File: config.mk
export PLATFORM = sky130hd
export DESIGN_NAME = vred_operand_seq
export DESIGN_NICKNAME = d
export VERILOG_FILES = /design/src/rtl/vred_pkg.sv /design/src/rtl/vred_elem_fill.sv /design/src/rtl/vred_operand_seq.sv
export SDC_FILE = /design/constraint.sdc
export NUM_CORES = 1
export LEC_CHECK = 0
export CORE_MARGIN = 8
export CORE_UTILIZATION = 39
export CTS_BUF_LIST = sky130_fd_sc_hd__clkbuf_8
export DETAILED_ROUTE_END_ITERATION = 12
export PLACE_DENSITY = 0.7
export SYNTH_ARGS = -nofsm -noshare
export SYNTH_HDL_FRONTEND = slang
export SYNTH_HIERARCHICAL = 1
export SYNTH_SLANG_ARGS = --single-unit
File: constraint.sdc
create_clock -name clk -period 7.3 [get_ports clk]
set_clock_uncertainty 0.1 [all_clocks]
set_input_delay 1.46 -clock clk [delete_from_list [all_inputs] [get_ports clk]]
set_output_delay 1.46 -clock clk [all_outputs]
set_load 0.02 [all_outputs]
File: src/rtl/vred_pkg.sv
// ============================================================================
// Module  : vred_pkg
// Purpose : Shared types and helpers for the vector-reduction operand
//           sequencer: op / SEW encodings, FSM state type, elements-per-beat
//           lookup, identity pattern generation and logical-op classification.
// Ports   : none (package)
// Rev     : 1.0  initial release
// ============================================================================
`default_nettype none

package vred_pkg;

    typedef enum logic [2:0] {
        OP_SUM  = 3'b000,
        OP_AND  = 3'b001,
        OP_OR   = 3'b010,
        OP_XOR  = 3'b011,
        OP_MINU = 3'b100,
        OP_MIN  = 3'b101,
        OP_MAXU = 3'b110,
        OP_MAX  = 3'b111
    } vred_op_e;

    typedef enum logic [1:0] {
        SEW_E8  = 2'd0,
        SEW_E16 = 2'd1,
        SEW_E32 = 2'd2,
        SEW_E64 = 2'd3
    } vred_sew_e;

    typedef enum logic [0:0] {
        ST_IDLE = 1'b0,
        ST_RUN  = 1'b1
    } vred_state_e;

    // Elements per 64-bit beat for a given SEW code.
    function automatic logic [3:0] epb(input logic [1:0] sew);
        return 4'd8 >> sew;
    endfunction

    // log2 of epb(); used to turn an element count into a beat count.
    function automatic logic [1:0] epb_log2(input logic [1:0] sew);
        return 2'd3 - sew;
    endfunction

    // Sign bit of every lane, replicated across the beat.
    function automatic logic [63:0] lane_msb(input logic [1:0] sew);
        logic [63:0] r;
        case (sew)
            SEW_E8:  r = 64'h8080_8080_8080_8080;
            SEW_E16: r = 64'h8000_8000_8000_8000;
            SEW_E32: r = 64'h8000_0000_8000_0000;
            default: r = 64'h8000_0000_0000_0000;
        endcase
        return r;
    endfunction

    // All-ones in lane 0 only; masks a scalar down to one element.
    function automatic logic [63:0] lane0_ones(input logic [1:0] sew);
        logic [63:0] r;
        case (sew)
            SEW_E8:  r = 64'h0000_0000_0000_00FF;
            SEW_E16: r = 64'h0000_0000_0000_FFFF;
            SEW_E32: r = 64'h0000_0000_FFFF_FFFF;
            default: r = 64'hFFFF_FFFF_FFFF_FFFF;
        endcase
        return r;
    endfunction

    // Identity element of the reduction op, replicated into every lane so a
    // byte-wise select can substitute whole elements at any SEW.
    function automatic logic [63:0] identity(input logic [2:0] op,
                                             input logic [1:0] sew);
        logic [63:0] r;
        case (op)
            OP_AND, OP_MINU: r = 64'hFFFF_FFFF_FFFF_FFFF;
            OP_MIN:          r = ~lane_msb(sew);
            OP_MAX:          r = lane_msb(sew);
            default:         r = 64'h0;
        endcase
        return r;
    endfunction

    function automatic logic is_logical(input logic [2:0] op);
        return (op == OP_AND) || (op == OP_OR) || (op == OP_XOR);
    endfunction

endpackage

`default_nettype wire

File: src/rtl/vred_elem_fill.sv
// ============================================================================
// Module  : vred_elem_fill
// Purpose : Combinational per-element identity substitution. Each byte lane
//           belongs to element (byte >> sew); if that element is inactive the
//           byte is taken from the replicated identity pattern instead.
// Ports   : data_i  - vs2 beat, element 0 in LSBs
//           mask_i  - per-element active bits (bit i = element i)
//           count_i - elements of the command still outstanding (tail bound)
//           op_i    - reduction op
//           sew_i   - element width code
//           fill_o  - beat with inactive elements replaced by identity
// Config  : VRED_SEQ_MASK_EN - when defined mask_i gates elements; otherwise
//           only the tail bound applies.
// Rev     : 1.0  initial release
// ============================================================================
`default_nettype none

module vred_elem_fill
    import vred_pkg::*;
#(
    parameter int DATA_WIDTH  = 64,
    parameter int VL_WIDTH    = 12,
    parameter int OPSEL_WIDTH = 3,
    parameter int SEW_WIDTH   = 2
) (
    input  logic [DATA_WIDTH-1:0]   data_i,
    input  logic [DATA_WIDTH/8-1:0] mask_i,
    input  logic [VL_WIDTH-1:0]     count_i,
    input  logic [OPSEL_WIDTH-1:0]  op_i,
    input  logic [SEW_WIDTH-1:0]    sew_i,
    output logic [DATA_WIDTH-1:0]   fill_o
);

    localparam int NBYTES = DATA_WIDTH / 8;

    logic [DATA_WIDTH-1:0] ident;
    assign ident = identity(op_i, sew_i);

    for (genvar j = 0; j < NBYTES; j++) begin : g_byte
        localparam logic [2:0] BYTE_IDX = 3'(j);
        logic [2:0] elem_idx;
        logic       in_range;
        logic       active;

        assign elem_idx = BYTE_IDX >> sew_i;
        assign in_range = {{(VL_WIDTH-3){1'b0}}, elem_idx} < count_i;
`ifdef VRED_SEQ_MASK_EN
        assign active   = in_range & mask_i[elem_idx];
`else
        assign active   = in_range;
`endif
        assign fill_o[8*j +: 8] = active ? data_i[8*j +: 8] : ident[8*j +: 8];
    end

`ifdef VRED_SEQ_MASK_EN
`else
    logic unused_mask;
    assign unused_mask = ^mask_i;
`endif

endmodule

`default_nettype wire

File: src/rtl/vred_operand_seq.sv
// ============================================================================
// Module  : vred_operand_seq
// Purpose : Issue stage for the vector reduction pipeline. Latches one
//           reduction command, consumes ceil(vl/EPB) vs2 beats, substitutes
//           identity for masked/tail elements and drives the registered
//           per-beat reduction interface (no backpressure downstream).
// Ports   : clk, rst (async, active-low)
//           cmd_*  - command handshake and fields (ready only in IDLE)
//           src_*  - vs2 beat handshake (ready only in RUN)
//           red_*  - registered beat to reduction unit, all 0 when not valid
//           busy   - state != IDLE
//           done   - one-cycle pulse at command completion
// Config  : VRED_SEQ_MASK_EN - honour src_mask (see vred_elem_fill).
// Rev     : 1.0  initial release
// ============================================================================
`default_nettype none

module vred_operand_seq
    import vred_pkg::*;
#(
    parameter int DATA_WIDTH  = 64,
    parameter int ADDR_WIDTH  = 32,
    parameter int VL_WIDTH    = 12,
    parameter int OPSEL_WIDTH = 3,
    parameter int SEW_WIDTH   = 2
) (
    input  logic                    clk,
    input  logic                    rst,

    input  logic                    cmd_valid,
    output logic                    cmd_ready,
    input  logic [OPSEL_WIDTH-1:0]  cmd_op,
    input  logic [SEW_WIDTH-1:0]    cmd_sew,
    input  logic [VL_WIDTH-1:0]     cmd_vl,
    input  logic [ADDR_WIDTH-1:0]   cmd_addr,
    input  logic [DATA_WIDTH-1:0]   cmd_scalar,

    input  logic                    src_valid,
    output logic                    src_ready,
    input  logic [DATA_WIDTH-1:0]   src_data,
    input  logic [DATA_WIDTH/8-1:0] src_mask,

    output logic [DATA_WIDTH-1:0]   red_vec0,
    output logic [DATA_WIDTH-1:0]   red_vec1,
    output logic                    red_valid,
    output logic                    red_start,
    output logic                    red_end,
    output logic [OPSEL_WIDTH-1:0]  red_opSel,
    output logic [SEW_WIDTH-1:0]    red_sew,
    output logic [ADDR_WIDTH-1:0]   red_addr,
    output logic                    red_lop_sum,

    output logic                    busy,
    output logic                    done
);

    localparam logic [VL_WIDTH:0]   VL_ONE   = {{VL_WIDTH{1'b0}}, 1'b1};
    localparam logic [VL_WIDTH-1:0] BEAT_ONE = {{(VL_WIDTH-1){1'b0}}, 1'b1};

    // ------------------------------------------------------------------
    // State and latched command
    // ------------------------------------------------------------------
    vred_state_e             state_q, state_d;
    logic [OPSEL_WIDTH-1:0]  op_q, op_d;
    logic [SEW_WIDTH-1:0]    sew_q, sew_d;
    logic [ADDR_WIDTH-1:0]   addr_q, addr_d;
    logic [DATA_WIDTH-1:0]   scalar_q, scalar_d;
    logic [VL_WIDTH-1:0]     elems_left_q, elems_left_d;
    logic [VL_WIDTH-1:0]     beats_left_q, beats_left_d;
    logic                    first_q, first_d;

    // ------------------------------------------------------------------
    // Output registers
    // ------------------------------------------------------------------
    logic [DATA_WIDTH-1:0]   vec0_q, vec0_d;
    logic [DATA_WIDTH-1:0]   vec1_q, vec1_d;
    logic                    valid_q, valid_d;
    logic                    start_q, start_d;
    logic                    end_q, end_d;
    logic [OPSEL_WIDTH-1:0]  opsel_out_q, opsel_out_d;
    logic [SEW_WIDTH-1:0]    sew_out_q, sew_out_d;
    logic [ADDR_WIDTH-1:0]   addr_out_q, addr_out_d;
    logic                    lop_q, lop_d;
    logic                    done_q, done_d;

    // ------------------------------------------------------------------
    // Beat count for a new command: ceil(vl / EPB) = (vl + EPB - 1) >> log2(EPB)
    // One extra bit keeps the rounding add from overflowing.
    // ------------------------------------------------------------------
    logic [VL_WIDTH:0] round_up;
    logic [VL_WIDTH:0] beats_full;

    assign round_up   = {1'b0, cmd_vl} + {{(VL_WIDTH-3){1'b0}}, epb(cmd_sew)} - VL_ONE;
    assign beats_full = round_up >> epb_log2(cmd_sew);

    // Elements consumed per beat at the latched SEW
    logic [VL_WIDTH-1:0] epb_ext;
    assign epb_ext = {{(VL_WIDTH-4){1'b0}}, epb(sew_q)};

    logic [DATA_WIDTH-1:0] filled;

    vred_elem_fill #(
        .DATA_WIDTH  (DATA_WIDTH),
        .VL_WIDTH    (VL_WIDTH),
        .OPSEL_WIDTH (OPSEL_WIDTH),
        .SEW_WIDTH   (SEW_WIDTH)
    ) u_fill (
        .data_i  (src_data),
        .mask_i  (src_mask),
        .count_i (elems_left_q),
        .op_i    (op_q),
        .sew_i   (sew_q),
        .fill_o  (filled)
    );

    assign cmd_ready = (state_q == ST_IDLE);
    assign src_ready = (state_q == ST_RUN);
    assign busy      = (state_q != ST_IDLE);

    // ------------------------------------------------------------------
    // Next-state / output logic. Output registers default to 0 so every
    // non-beat cycle presents an all-zero red_* interface.
    // ------------------------------------------------------------------
    always_comb begin
        state_d      = state_q;
        op_d         = op_q;
        sew_d        = sew_q;
        addr_d       = addr_q;
        scalar_d     = scalar_q;
        elems_left_d = elems_left_q;
        beats_left_d = beats_left_q;
        first_d      = first_q;

        vec0_d       = '0;
        vec1_d       = '0;
        valid_d      = 1'b0;
        start_d      = 1'b0;
        end_d        = 1'b0;
        opsel_out_d  = '0;
        sew_out_d    = '0;
        addr_out_d   = '0;
        lop_d        = 1'b0;
        done_d       = 1'b0;

        case (state_q)
            ST_IDLE: begin
                if (cmd_valid) begin
                    op_d         = cmd_op;
                    sew_d        = cmd_sew;
                    addr_d       = cmd_addr;
                    scalar_d     = cmd_scalar & lane0_ones(cmd_sew);
                    elems_left_d = cmd_vl;
                    beats_left_d = beats_full[VL_WIDTH-1:0];
                    first_d      = 1'b1;
                    if (cmd_vl == '0) begin
                        done_d  = 1'b1;
                    end else begin
                        state_d = ST_RUN;
                    end
                end
            end

            ST_RUN: begin
                if (src_valid) begin
                    valid_d      = 1'b1;
                    start_d      = first_q;
                    end_d        = (beats_left_q == BEAT_ONE);
                    vec0_d       = filled;
                    vec1_d       = first_q ? scalar_q : '0;
                    opsel_out_d  = op_q;
                    sew_out_d    = sew_q;
                    addr_out_d   = addr_q;
                    lop_d        = is_logical(op_q);

                    first_d      = 1'b0;
                    beats_left_d = beats_left_q - BEAT_ONE;
                    // Saturate so the final partial beat leaves zero behind
                    elems_left_d = (elems_left_q > epb_ext) ? (elems_left_q - epb_ext) : '0;

                    if (beats_left_q == BEAT_ONE) begin
                        done_d  = 1'b1;
                        state_d = ST_IDLE;
                    end
                end
            end

            default: state_d = ST_IDLE;
        endcase
    end

    always_ff @(posedge clk or negedge rst) begin
        if (!rst) begin
            state_q      <= ST_IDLE;
            op_q         <= '0;
            sew_q        <= '0;
            addr_q       <= '0;
            scalar_q     <= '0;
            elems_left_q <= '0;
            beats_left_q <= '0;
            first_q      <= 1'b0;
            vec0_q       <= '0;
            vec1_q       <= '0;
            valid_q      <= 1'b0;
            start_q      <= 1'b0;
            end_q        <= 1'b0;
            opsel_out_q  <= '0;
            sew_out_q    <= '0;
            addr_out_q   <= '0;
            lop_q        <= 1'b0;
            done_q       <= 1'b0;
        end else begin
            state_q      <= state_d;
            op_q         <= op_d;
            sew_q        <= sew_d;
            addr_q       <= addr_d;
            scalar_q     <= scalar_d;
            elems_left_q <= elems_left_d;
            beats_left_q <= beats_left_d;
            first_q      <= first_d;
            vec0_q       <= vec0_d;
            vec1_q       <= vec1_d;
            valid_q      <= valid_d;
            start_q      <= start_d;
            end_q        <= end_d;
            opsel_out_q  <= opsel_out_d;
            sew_out_q    <= sew_out_d;
            addr_out_q   <= addr_out_d;
            lop_q        <= lop_d;
            done_q       <= done_d;
        end
    end

    assign red_vec0    = vec0_q;
    assign red_vec1    = vec1_q;
    assign red_valid   = valid_q;
    assign red_start   = start_q;
    assign red_end     = end_q;
    assign red_opSel   = opsel_out_q;
    assign red_sew     = sew_out_q;
    assign red_addr    = addr_out_q;
    assign red_lop_sum = lop_q;
    assign done        = done_q;

endmodule

`default_nettype wire

* Yosys cells after proc, flatten, opt, wreduce, memory -nomap -nowiden
Cells that the tools add are included.
** Word-level totals
- ROM bits :: 0
- Memories :: 0
- Input bits :: 189
- Bits in latches :: 0
- Bits in writable memories :: 0
- Register bits :: 297
** Operators by class
- Order comparisons :: 9
- Multiply operators :: 0
- Muxes and demuxes :: 53
- Bitwise gates (word level) :: 3
- $add $sub $neg :: 5
- Div/mod/pow operators :: 0
- Shift operators :: 11
- Reductions and logical operators :: 8
- Equal/unequal tests :: 13
** Operator list (count)
- 64-bit 2-to-1 mux :: 8
- 64-bit case mux with 3 select lines :: 2
- 56-bit case mux with 3 select lines :: 1
- 3-bit by 12-bit less-than comparator with 1-bit output :: 8
- 64-bit bitwise AND :: 1
- 32-bit 2-to-1 mux :: 2
- 8-bit 2-to-1 mux :: 8
- 64-bit inverter :: 1
- 12-bit 2-to-1 mux :: 5
- 12-bit case mux with 2 select lines :: 2
- 1-bit 2-to-1 mux :: 18
- 12-bit by 4-bit adder with 13-bit output :: 1
- 13-bit by 2-bit >> shifter with 12-bit output :: 1
- 13-bit by 1-bit subtractor with 13-bit output, second input constant :: 1
- 12-bit by 1-bit equality test with 1-bit output, second input constant :: 1
- 12-bit by 4-bit greater-than comparator with 1-bit output :: 1
- 12-bit zero test :: 1
- 3-bit by 2-bit >> shifter with 3-bit output, first input constant :: 4
- 12-bit by 1-bit subtractor with 12-bit output, second input constant :: 1
- 12-bit by 4-bit subtractor with 12-bit output :: 1
- 3-bit equality test, second input constant :: 3
- 4-bit by 2-bit >> shifter with 4-bit output, first input constant :: 2
- 3-bit by 2-bit equality test with 1-bit output, second input constant :: 2
- 3-bit 2-to-1 mux :: 2
- other kinds (14) :: 25

* Depth between registers and ports, before layout
Gate-level depths: netlist of the first run.
- Word-level depth :: 8
- Mapped depth :: 13
- Depth with buffers taken out :: 12

* By module
The synthesis of the first run kept the hierarchy.
** By module, submodules not included
- vred_operand_seq :: cells each 1084, times used 1, area each 12031.5 um2
- vred_elem_fill :: cells each 144, times used 1, area each 1136.1 um2

* Worst setup path after synthesis of the first run
No wires, ideal clock.
- Path kind :: input port to flip-flop
- Start :: input cmd_sew[1]
- End :: register beats_left_q[8]
- Cell stages on the path :: 13
- Slack :: 2828 ps
- Setup time :: 140 ps
- Arrival :: 4232 ps
- Buffers on the path :: 2
- Cells stage by stage :: clkbuf_1 > clkbuf_1 > nand2_1 > ha_1 > inv_1 > ha_1 > fa_1 > a21oi_1 > o211ai_1 > a211oi_2 > mux2_2 > nor3_1 > o221ai_1
** On the way
- Cells in the longest elaborated chain, start to end :: 6
- Elaborated cells on any way between the ends :: 7
- Those cells by class :: add/sub: 3; shift: 2; mux: 2
** Ends and longest elaborated chain
- from (decl) :: line vred_operand_seq.sv:33 : input logic [SEW_WIDTH-1:0] cmd_sew,
- 4-bit by 2-bit >> shifter with 4-bit output :: line vred_pkg.sv:38 : return 4'd8 >> sew;
- 12-bit by 4-bit adder with 13-bit output :: line vred_operand_seq.sv:93 : assign round_up = {1'b0, cmd_vl} + {{(VL_WIDTH-3){1'b0}}, epb(cmd_sew)} - VL_ONE;
- 13-bit by 1-bit subtractor with 13-bit output :: line vred_operand_seq.sv:93
- 13-bit by 2-bit >> shifter with 12-bit output * :: line vred_operand_seq.sv:94 : assign beats_full = round_up >> epb_log2(cmd_sew);
- 12-bit 2-to-1 mux * :: line vred_operand_seq.sv:147 : if (cmd_valid) begin
- 12-bit case mux with 2 select lines * :: line vred_operand_seq.sv:145 : case (state_q)
- to (signal assigned) :: line vred_operand_seq.sv:218 : beats_left_q <= beats_left_d;
- to (decl) :: line vred_operand_seq.sv:69 : logic [VL_WIDTH-1:0] beats_left_q, beats_left_d;
Mark *: on every way between the ends. The rest lies on a longest branch, timed or not. The select of a mux whose other input is x is not followed.
A chain may end at the register's enable or synchronous reset.

* Worst setup path after layout of the first run
- Start :: input cmd_sew[0]
- End :: register beats_left_q[10]
The elaborated chain is that of the path after synthesis.

==> results of run 1 <==
## power groups by stage
stage	clock [uW]	sequential, uW	combinational (uW)
after global routing	1570	1940	902
after CTS	1500	1920	821
final	1450	1920	818
after floorplan	0	1950	459
after detailed placement	0	1950	815
after global placement	0	1940	797
## layer usage
layer	share of wire	up-vias
met5	0	-
met3	0.059	64
met2	0.51	295
li1	-	4884
met1	0.41	5168
met4	0.026	0
## cells by family after synthesis
| kind of cell | Yosys count | synth area share |
|---|---|---|
| AND/OR/NAND/NOR | 518 | 0.207 |
| XOR/XNOR | 15 | 0.00998 |
| buffers and inverters | 120 | 0.0365 |
| adder cells (fa/ha/maj) | 36 | 0.0353 |
| multiplexers | 36 | 0.0318 |
| AO/OA/AOI/OAI | 206 | 0.115 |
| flip-flops | 297 | 0.564 |
## through the flow
stage,hold WS [ps],util
global route,375,0.540
CTS,362,0.540
finish,357,0.540
floorplan,330,-
global placement,342,0.510
detailed placement,348,0.510
## layout make-up
| type | count | area (um^2) |
|---|---|---|
| inverters | 39 | 146 |
| multi-input cells | 811 | 5270 |
| clock inverters | 21 | 116 |
| diodes | 1 | 2.50 |
| fillers | 3008 | 15400 |
| clock buffers | 64 | 881 |
| well taps | 448 | 561 |
| flip-flops and latches | 297 | 7440 |
| repair buffers | 361 | 3590 |
## registers in the layout, indices dropped and copies added, names as in the netlist, 2 cells and up
register	cells
addr_q	32
beats_left_q	12
elems_left_q	12
op_q	3
red_addr	32
red_opSel	3
red_sew	2
red_vec0	64
red_vec1	64
scalar_q	64
sew_q	2
## placed cells by master, fill, tap and decap left out, drive strengths merged, types with 4 or more instances in the layout
cell	count
a211o	4
a211oi	5
a21o	49
a21oi	30
a22o	45
and2	67
and3	104
buf	10
clkbuf	64
clkdlybuf4s50	351
dfrtp	297
ha	34
inv	56
mux2	27
mux2i	7
nand2	198
nand2b	11
nand3	25
nand3b	6
nor2	40
nor2b	8
nor3	17
nor3b	4
nor4	9
o211ai	8
o21ai	30
o221ai	4
or2	5
xnor2	6
xor2	9
## worst max-delay path: stages
cell	delay (ps)
clkdlybuf4s50_1	810
inv_1	610
nand2_1	110
ha_1	330
inv_1	40
ha_1	210
fa_1	410
a21oi_1	250
o211ai_1	190
a211oi_2	300
mux2_2	360
nor3_1	250
o211ai_1	150
## how the worst min path moves through the flow
stage                      start           end  slack (ps)  cells after the start
CTS                 scalar_q[24]  scalar_q[24]         360                      2
floorplan           scalar_q[16]  scalar_q[16]         330                      2
finish              scalar_q[24]  scalar_q[24]         360                      2
detailed placement  scalar_q[21]  scalar_q[21]         350                      2
global placement    scalar_q[23]  scalar_q[23]         340                      2
global route        scalar_q[27]  scalar_q[27]         380                      2
==> out/qor.yml, run 1 <==
run_status: "completed"
cts_hold_buffers: 0
syn_avg_cell_area_um2: 10.7
syn-instance-count: 1228
max_slew_margin: 0.206
firstDrtPassIters: 4
tightest_slew_ps: 1190
drv_cap: 0
yosys.area.top_type: "dfrtp_1"
placedCellCount: 1956
r2r-start: "sew_q[0]"
track_usage: 0.190
rsz0062_at_grt: "false"
ys_seq_elements: 297
power.density_nw_per_um2: 233
vias: 10411
clock-root-buffer: "clkbuf_8"
intPower_uw: 3000
ant_nets: 0
grt_util_met2: 0.331
cts.repair.resized: 0
cts_setup_buffers: 0
gp_congestion: 0.895
drt_iter0_drc: 530
met3_usage: 0.0354
crit_path_start_kind: "input port"
cts_tree: "yes"
area_delta_synth_final_pct: 36.8
fmax_mhz: 194
critPathMaxFanout: 21
routed_wl_um: 39300
clockPowerShare: 0.346
final_cell_area_um2: 18000
stdcell_count: 2042
clkSinkCount: 297
p_switching_uw: 1190
reg2reg_slack_ps: 4300
synth.most_common_cell: "dfrtp_1"
grt_use_met1: 0.236
core_um2: 33400
power.leakage_uw: 0.00878
grt-ovfl-total: 0
syn_area_um2: 13200
synth_top_area_share: 0.564
fin_tns_setup_ps: 0
fin_nets: 1783
grt_pass1_wl_um: 59800
crit_end: "beats_left_q[10]"
final_hold_viol_count: 0
drive_gt1_frac: 0.0873
p_sw_frac: 0.283
synth_flop_cell: "dfrtp_1"
path_clk_slew_ps: 60
placed_cell_area_um2: 17000
arrival_ps: 5490
vdd_drop_max_mv: 0.128
rows: 67
synth_edf_count: 0
dieHeight_um: 200
die_x_um: 200
die_area_um2: 39900
grt_max_degree: 102
hold_class: "reg -> reg"
crit_path_end_kind: "register"
initial_core_util: 0.395
synthArstFlopShare: 1.00
r2r-end: "elems_left_q[5]"
syn_nets: 1453
crit_type: "in -> reg"
setup_ws_ps: 2140
p_comb_frac: 0.195
drc: 0
setup_violations: 0
yosys_warnings: 6
dp_hpwl_um: 27900
io_pins: 362
htree_levels: 2
wl_per_cell_um: 19.2
vias_per_cell: 5.10
cts_buffer_depth: 3
synth_commonest_cells: "297 x dfrtp_1, 197 x nand2_1, 104 x and3_1"
period_needed_ps: 5160
critPathRequiredTime_ps: 7630
grt_pass1_vias: 10450
power_uw: 4190
antenna_found_initial: 1
grt.busiest_layer: "met2"
post-route-period-util: 0.707
synth_sequential_area_ratio: 0.564
cp-startpoint: "cmd_sew[0]"
dp_worst_setup_slack_ps: 1600
drv_slew: 0
synth.distinct_cells: 77
r2r_cells: 10
clkLatencyLatePin_ps: 560
port_buffers: 353
power_frac_seq: 0.459
netlist_top_cells_area: "dfrtp_1 56%, nand2_1 5.6%, and3_1 4.9%"
numCtsBuffers: 48
(Power assumes the default switching activity.)
==> inputs of run 2 (changes only) <==
==> constraint.sdc (replaced) <==
create_clock -name clk -period 4.8 [get_ports clk]
set_clock_uncertainty 0.1 [all_clocks]
set_input_delay 0.96 -clock clk [delete_from_list [all_inputs] [get_ports clk]]
set_output_delay 0.96 -clock clk [all_outputs]
set_load 0.02 [all_outputs]
==> run 2 against run 1 <==
Effect of this change: count of clock-buffer cells in the layout stayed put; largest cell class unchanged; sequential share of layout area is 0.37 points lower; power is 56% higher; clock power is 63% higher.
==> out/qor.yml, run 2 (same netlist as run 1, synthesis figures left out) <==
track_usage: 0.191  # +0.000875
r2r-end: "elems_left_q[5]"
setup_ws_ps: 848  # -1290 ps
seqCellArea_um2: 7440  # unchanged
die_area_um2: 39900  # unchanged
multi_input_area_um2: 5270  # unchanged
cts_tree: "yes"
max_slew_margin: 0.321  # +0.116
gp_congestion: 0.904  # +0.96%
rows: 67  # unchanged
io_pins: 362  # unchanged
r2r-start: "sew_q[0]"
drive_gt1_frac: 0.0961  # +0.00881
nFillCells: 2951  # -1.9%
grt_max_degree: 105  # +2.9%
cp-startpoint: "cmd_sew[1]"
ant_nets: 0  # unchanged
fin_tns_setup_ps: 0  # unchanged
setup_violations: 0  # unchanged
fmax_mhz: 253
firstDrtPassIters: 5  # +1
vias: 10352  # -0.57%
clkLatencyLatePin_ps: 580  # +20 ps
hold_class: "in -> async"
port_buffers: 353  # unchanged
clock-root-buffer: "clkbuf_8"
power.leakage_uw: 0.00885  # +0.78%
post-route-period-util: 0.823
wl_per_cell_um: 19.0  # -1.2%
grt-ovfl-total: 0  # unchanged
cts_hold_buffers: 0  # unchanged
cts_setup_buffers: 0  # unchanged
dp_worst_setup_slack_ps: 317  # -1280 ps
layout_commonest_cell: "clkdlybuf4s50_1"
area_delta_synth_final_pct: 38.0
crit_end: "beats_left_q[8]"
cts_buffer_depth: 3  # unchanged
run_status: "completed"
final_hold_viol_count: 0  # unchanged
core_um2: 33400  # unchanged
drv_cap: 0  # unchanged
power.density_nw_per_um2: 360  # +55%
tightest_slew_ps: 1020  # -170 ps
crit_path_end_kind: "register"
period_needed_ps: 3950
dieHeight_um: 200  # unchanged
drt_iter0_drc: 572  # +7.9%
cts.repair.resized: 0  # unchanged
grt_pass1_wl_um: 60100  # +0.43%
fin_nets: 1793  # +0.56%
vdd_drop_max_mv: 0.166  # +30%
numCtsBuffers: 49  # +2.1%
rsz0062_at_grt: "false"
clkSinkCount: 297  # unchanged
dp_hpwl_um: 27900  # about the same
initial_core_util: 0.395  # unchanged
critPathRequiredTime_ps: 5140  # -2490 ps
crit_path_start_kind: "input port"
drv_slew: 0  # unchanged
arrival_ps: 4290  # -1200 ps
htree_levels: 2  # unchanged
drc: 0  # unchanged
vias_per_cell: 5.04  # -1.1%
grt_pass1_vias: 10558  # +1.0%
die_x_um: 200  # unchanged
critPathMaxFanout: 9  # -57%
path_clk_slew_ps: 60  # about the same
final_cell_mix: "351 x clkdlybuf4s50_1, 296 x dfrtp_1, 196 x nand2_1, 103 x and3_1, 67 x and2_1"
reg2reg_slack_ps: 1770  # -2530 ps
routed_wl_um: 39000  # -0.60%
crit_type: "in -> reg"
antenna_found_initial: 3  # +2
r2r_cells: 10  # unchanged
[run 2: cell count changes in the layout (fill, tap and decap cells not counted)]
cell and change:
clkinv_2 +2, bufinv_16 +2, buf_4 +8, clkinv_8 +1, inv_1 -5, inv_6 +1, buf_12 +1, diode_2 +2
[run 2: power by group]
group          total, uW  switching, uW  internal, uW
Clock               2370           1010          1360
Combinational       1240            625           616
Sequential          2920            207          2710
[run 2: critical path, stage by stage]
cell and delay [ps]:
clkdlybuf4s50_1 570, inv_1 290, nand2_1 90, ha_1 280, inv_1 70, fa_1 460, a21oi_1 250, o211ai_1 210
a211oi_2 330, mux2_2 370, nor3_1 270, o221ai_1 150
[run 2: worst min path at each step]
stage	slack, ps	endpoint	startpoint
6_report	330	red_vec0[63]	rst
5_1_grt	370	scalar_q[31]	scalar_q[31]
4_1_cts	320	red_vec0[63]	rst
3_5_place_dp	350	scalar_q[25]	scalar_q[25]
3_3_place_gp	340	scalar_q[23]	scalar_q[23]
2_1_floorplan	330	scalar_q[16]	scalar_q[16]
[run 2: layout make-up]
| cell class | instances | area share |
|---|---|---|
| repair buffers | 370 | 0.202 |
| multi-input cells | 811 | 0.290 |
| clock inverters | 22 | 0.0106 |
| diodes | 3 | 0.000413 |
| inverters | 39 | 0.00806 |
| clock buffers | 64 | 0.0485 |
| flip-flops and latches | 297 | 0.409 |
| well taps | 448 | 0.0308 |
[run 2: layer usage]
layer / up-vias / routed length (um) / GRT usage / part of all wire
met5: - / 0 / 0 / 0
met4: 0 / 1070 / 0.0708 / 0.027
met3: 67 / 2270 / 0.0334 / 0.058
met2: 320 / 19900 / 0.331 / 0.51
met1: 5045 / 15800 / 0.235 / 0.41
li1: 4920 / - / - / -
[run 2: per-stage QoR]
step / instance area, um^2 / total power (uW) / hold slack, ps / instances / utilization
floorplan: 13200 / 3670 / 330 / 1228 / -
global placement: 17100 / 4170 / 341 / 1965 / 0.512
detailed placement: 17100 / 4200 / 349 / 1965 / 0.512
CTS: 18200 / 6610 / 317 / 2051 / 0.544
global route: 18200 / 6880 / 371 / 2054 / 0.545
finish: 18200 / 6530 / 327 / 2054 / 0.545
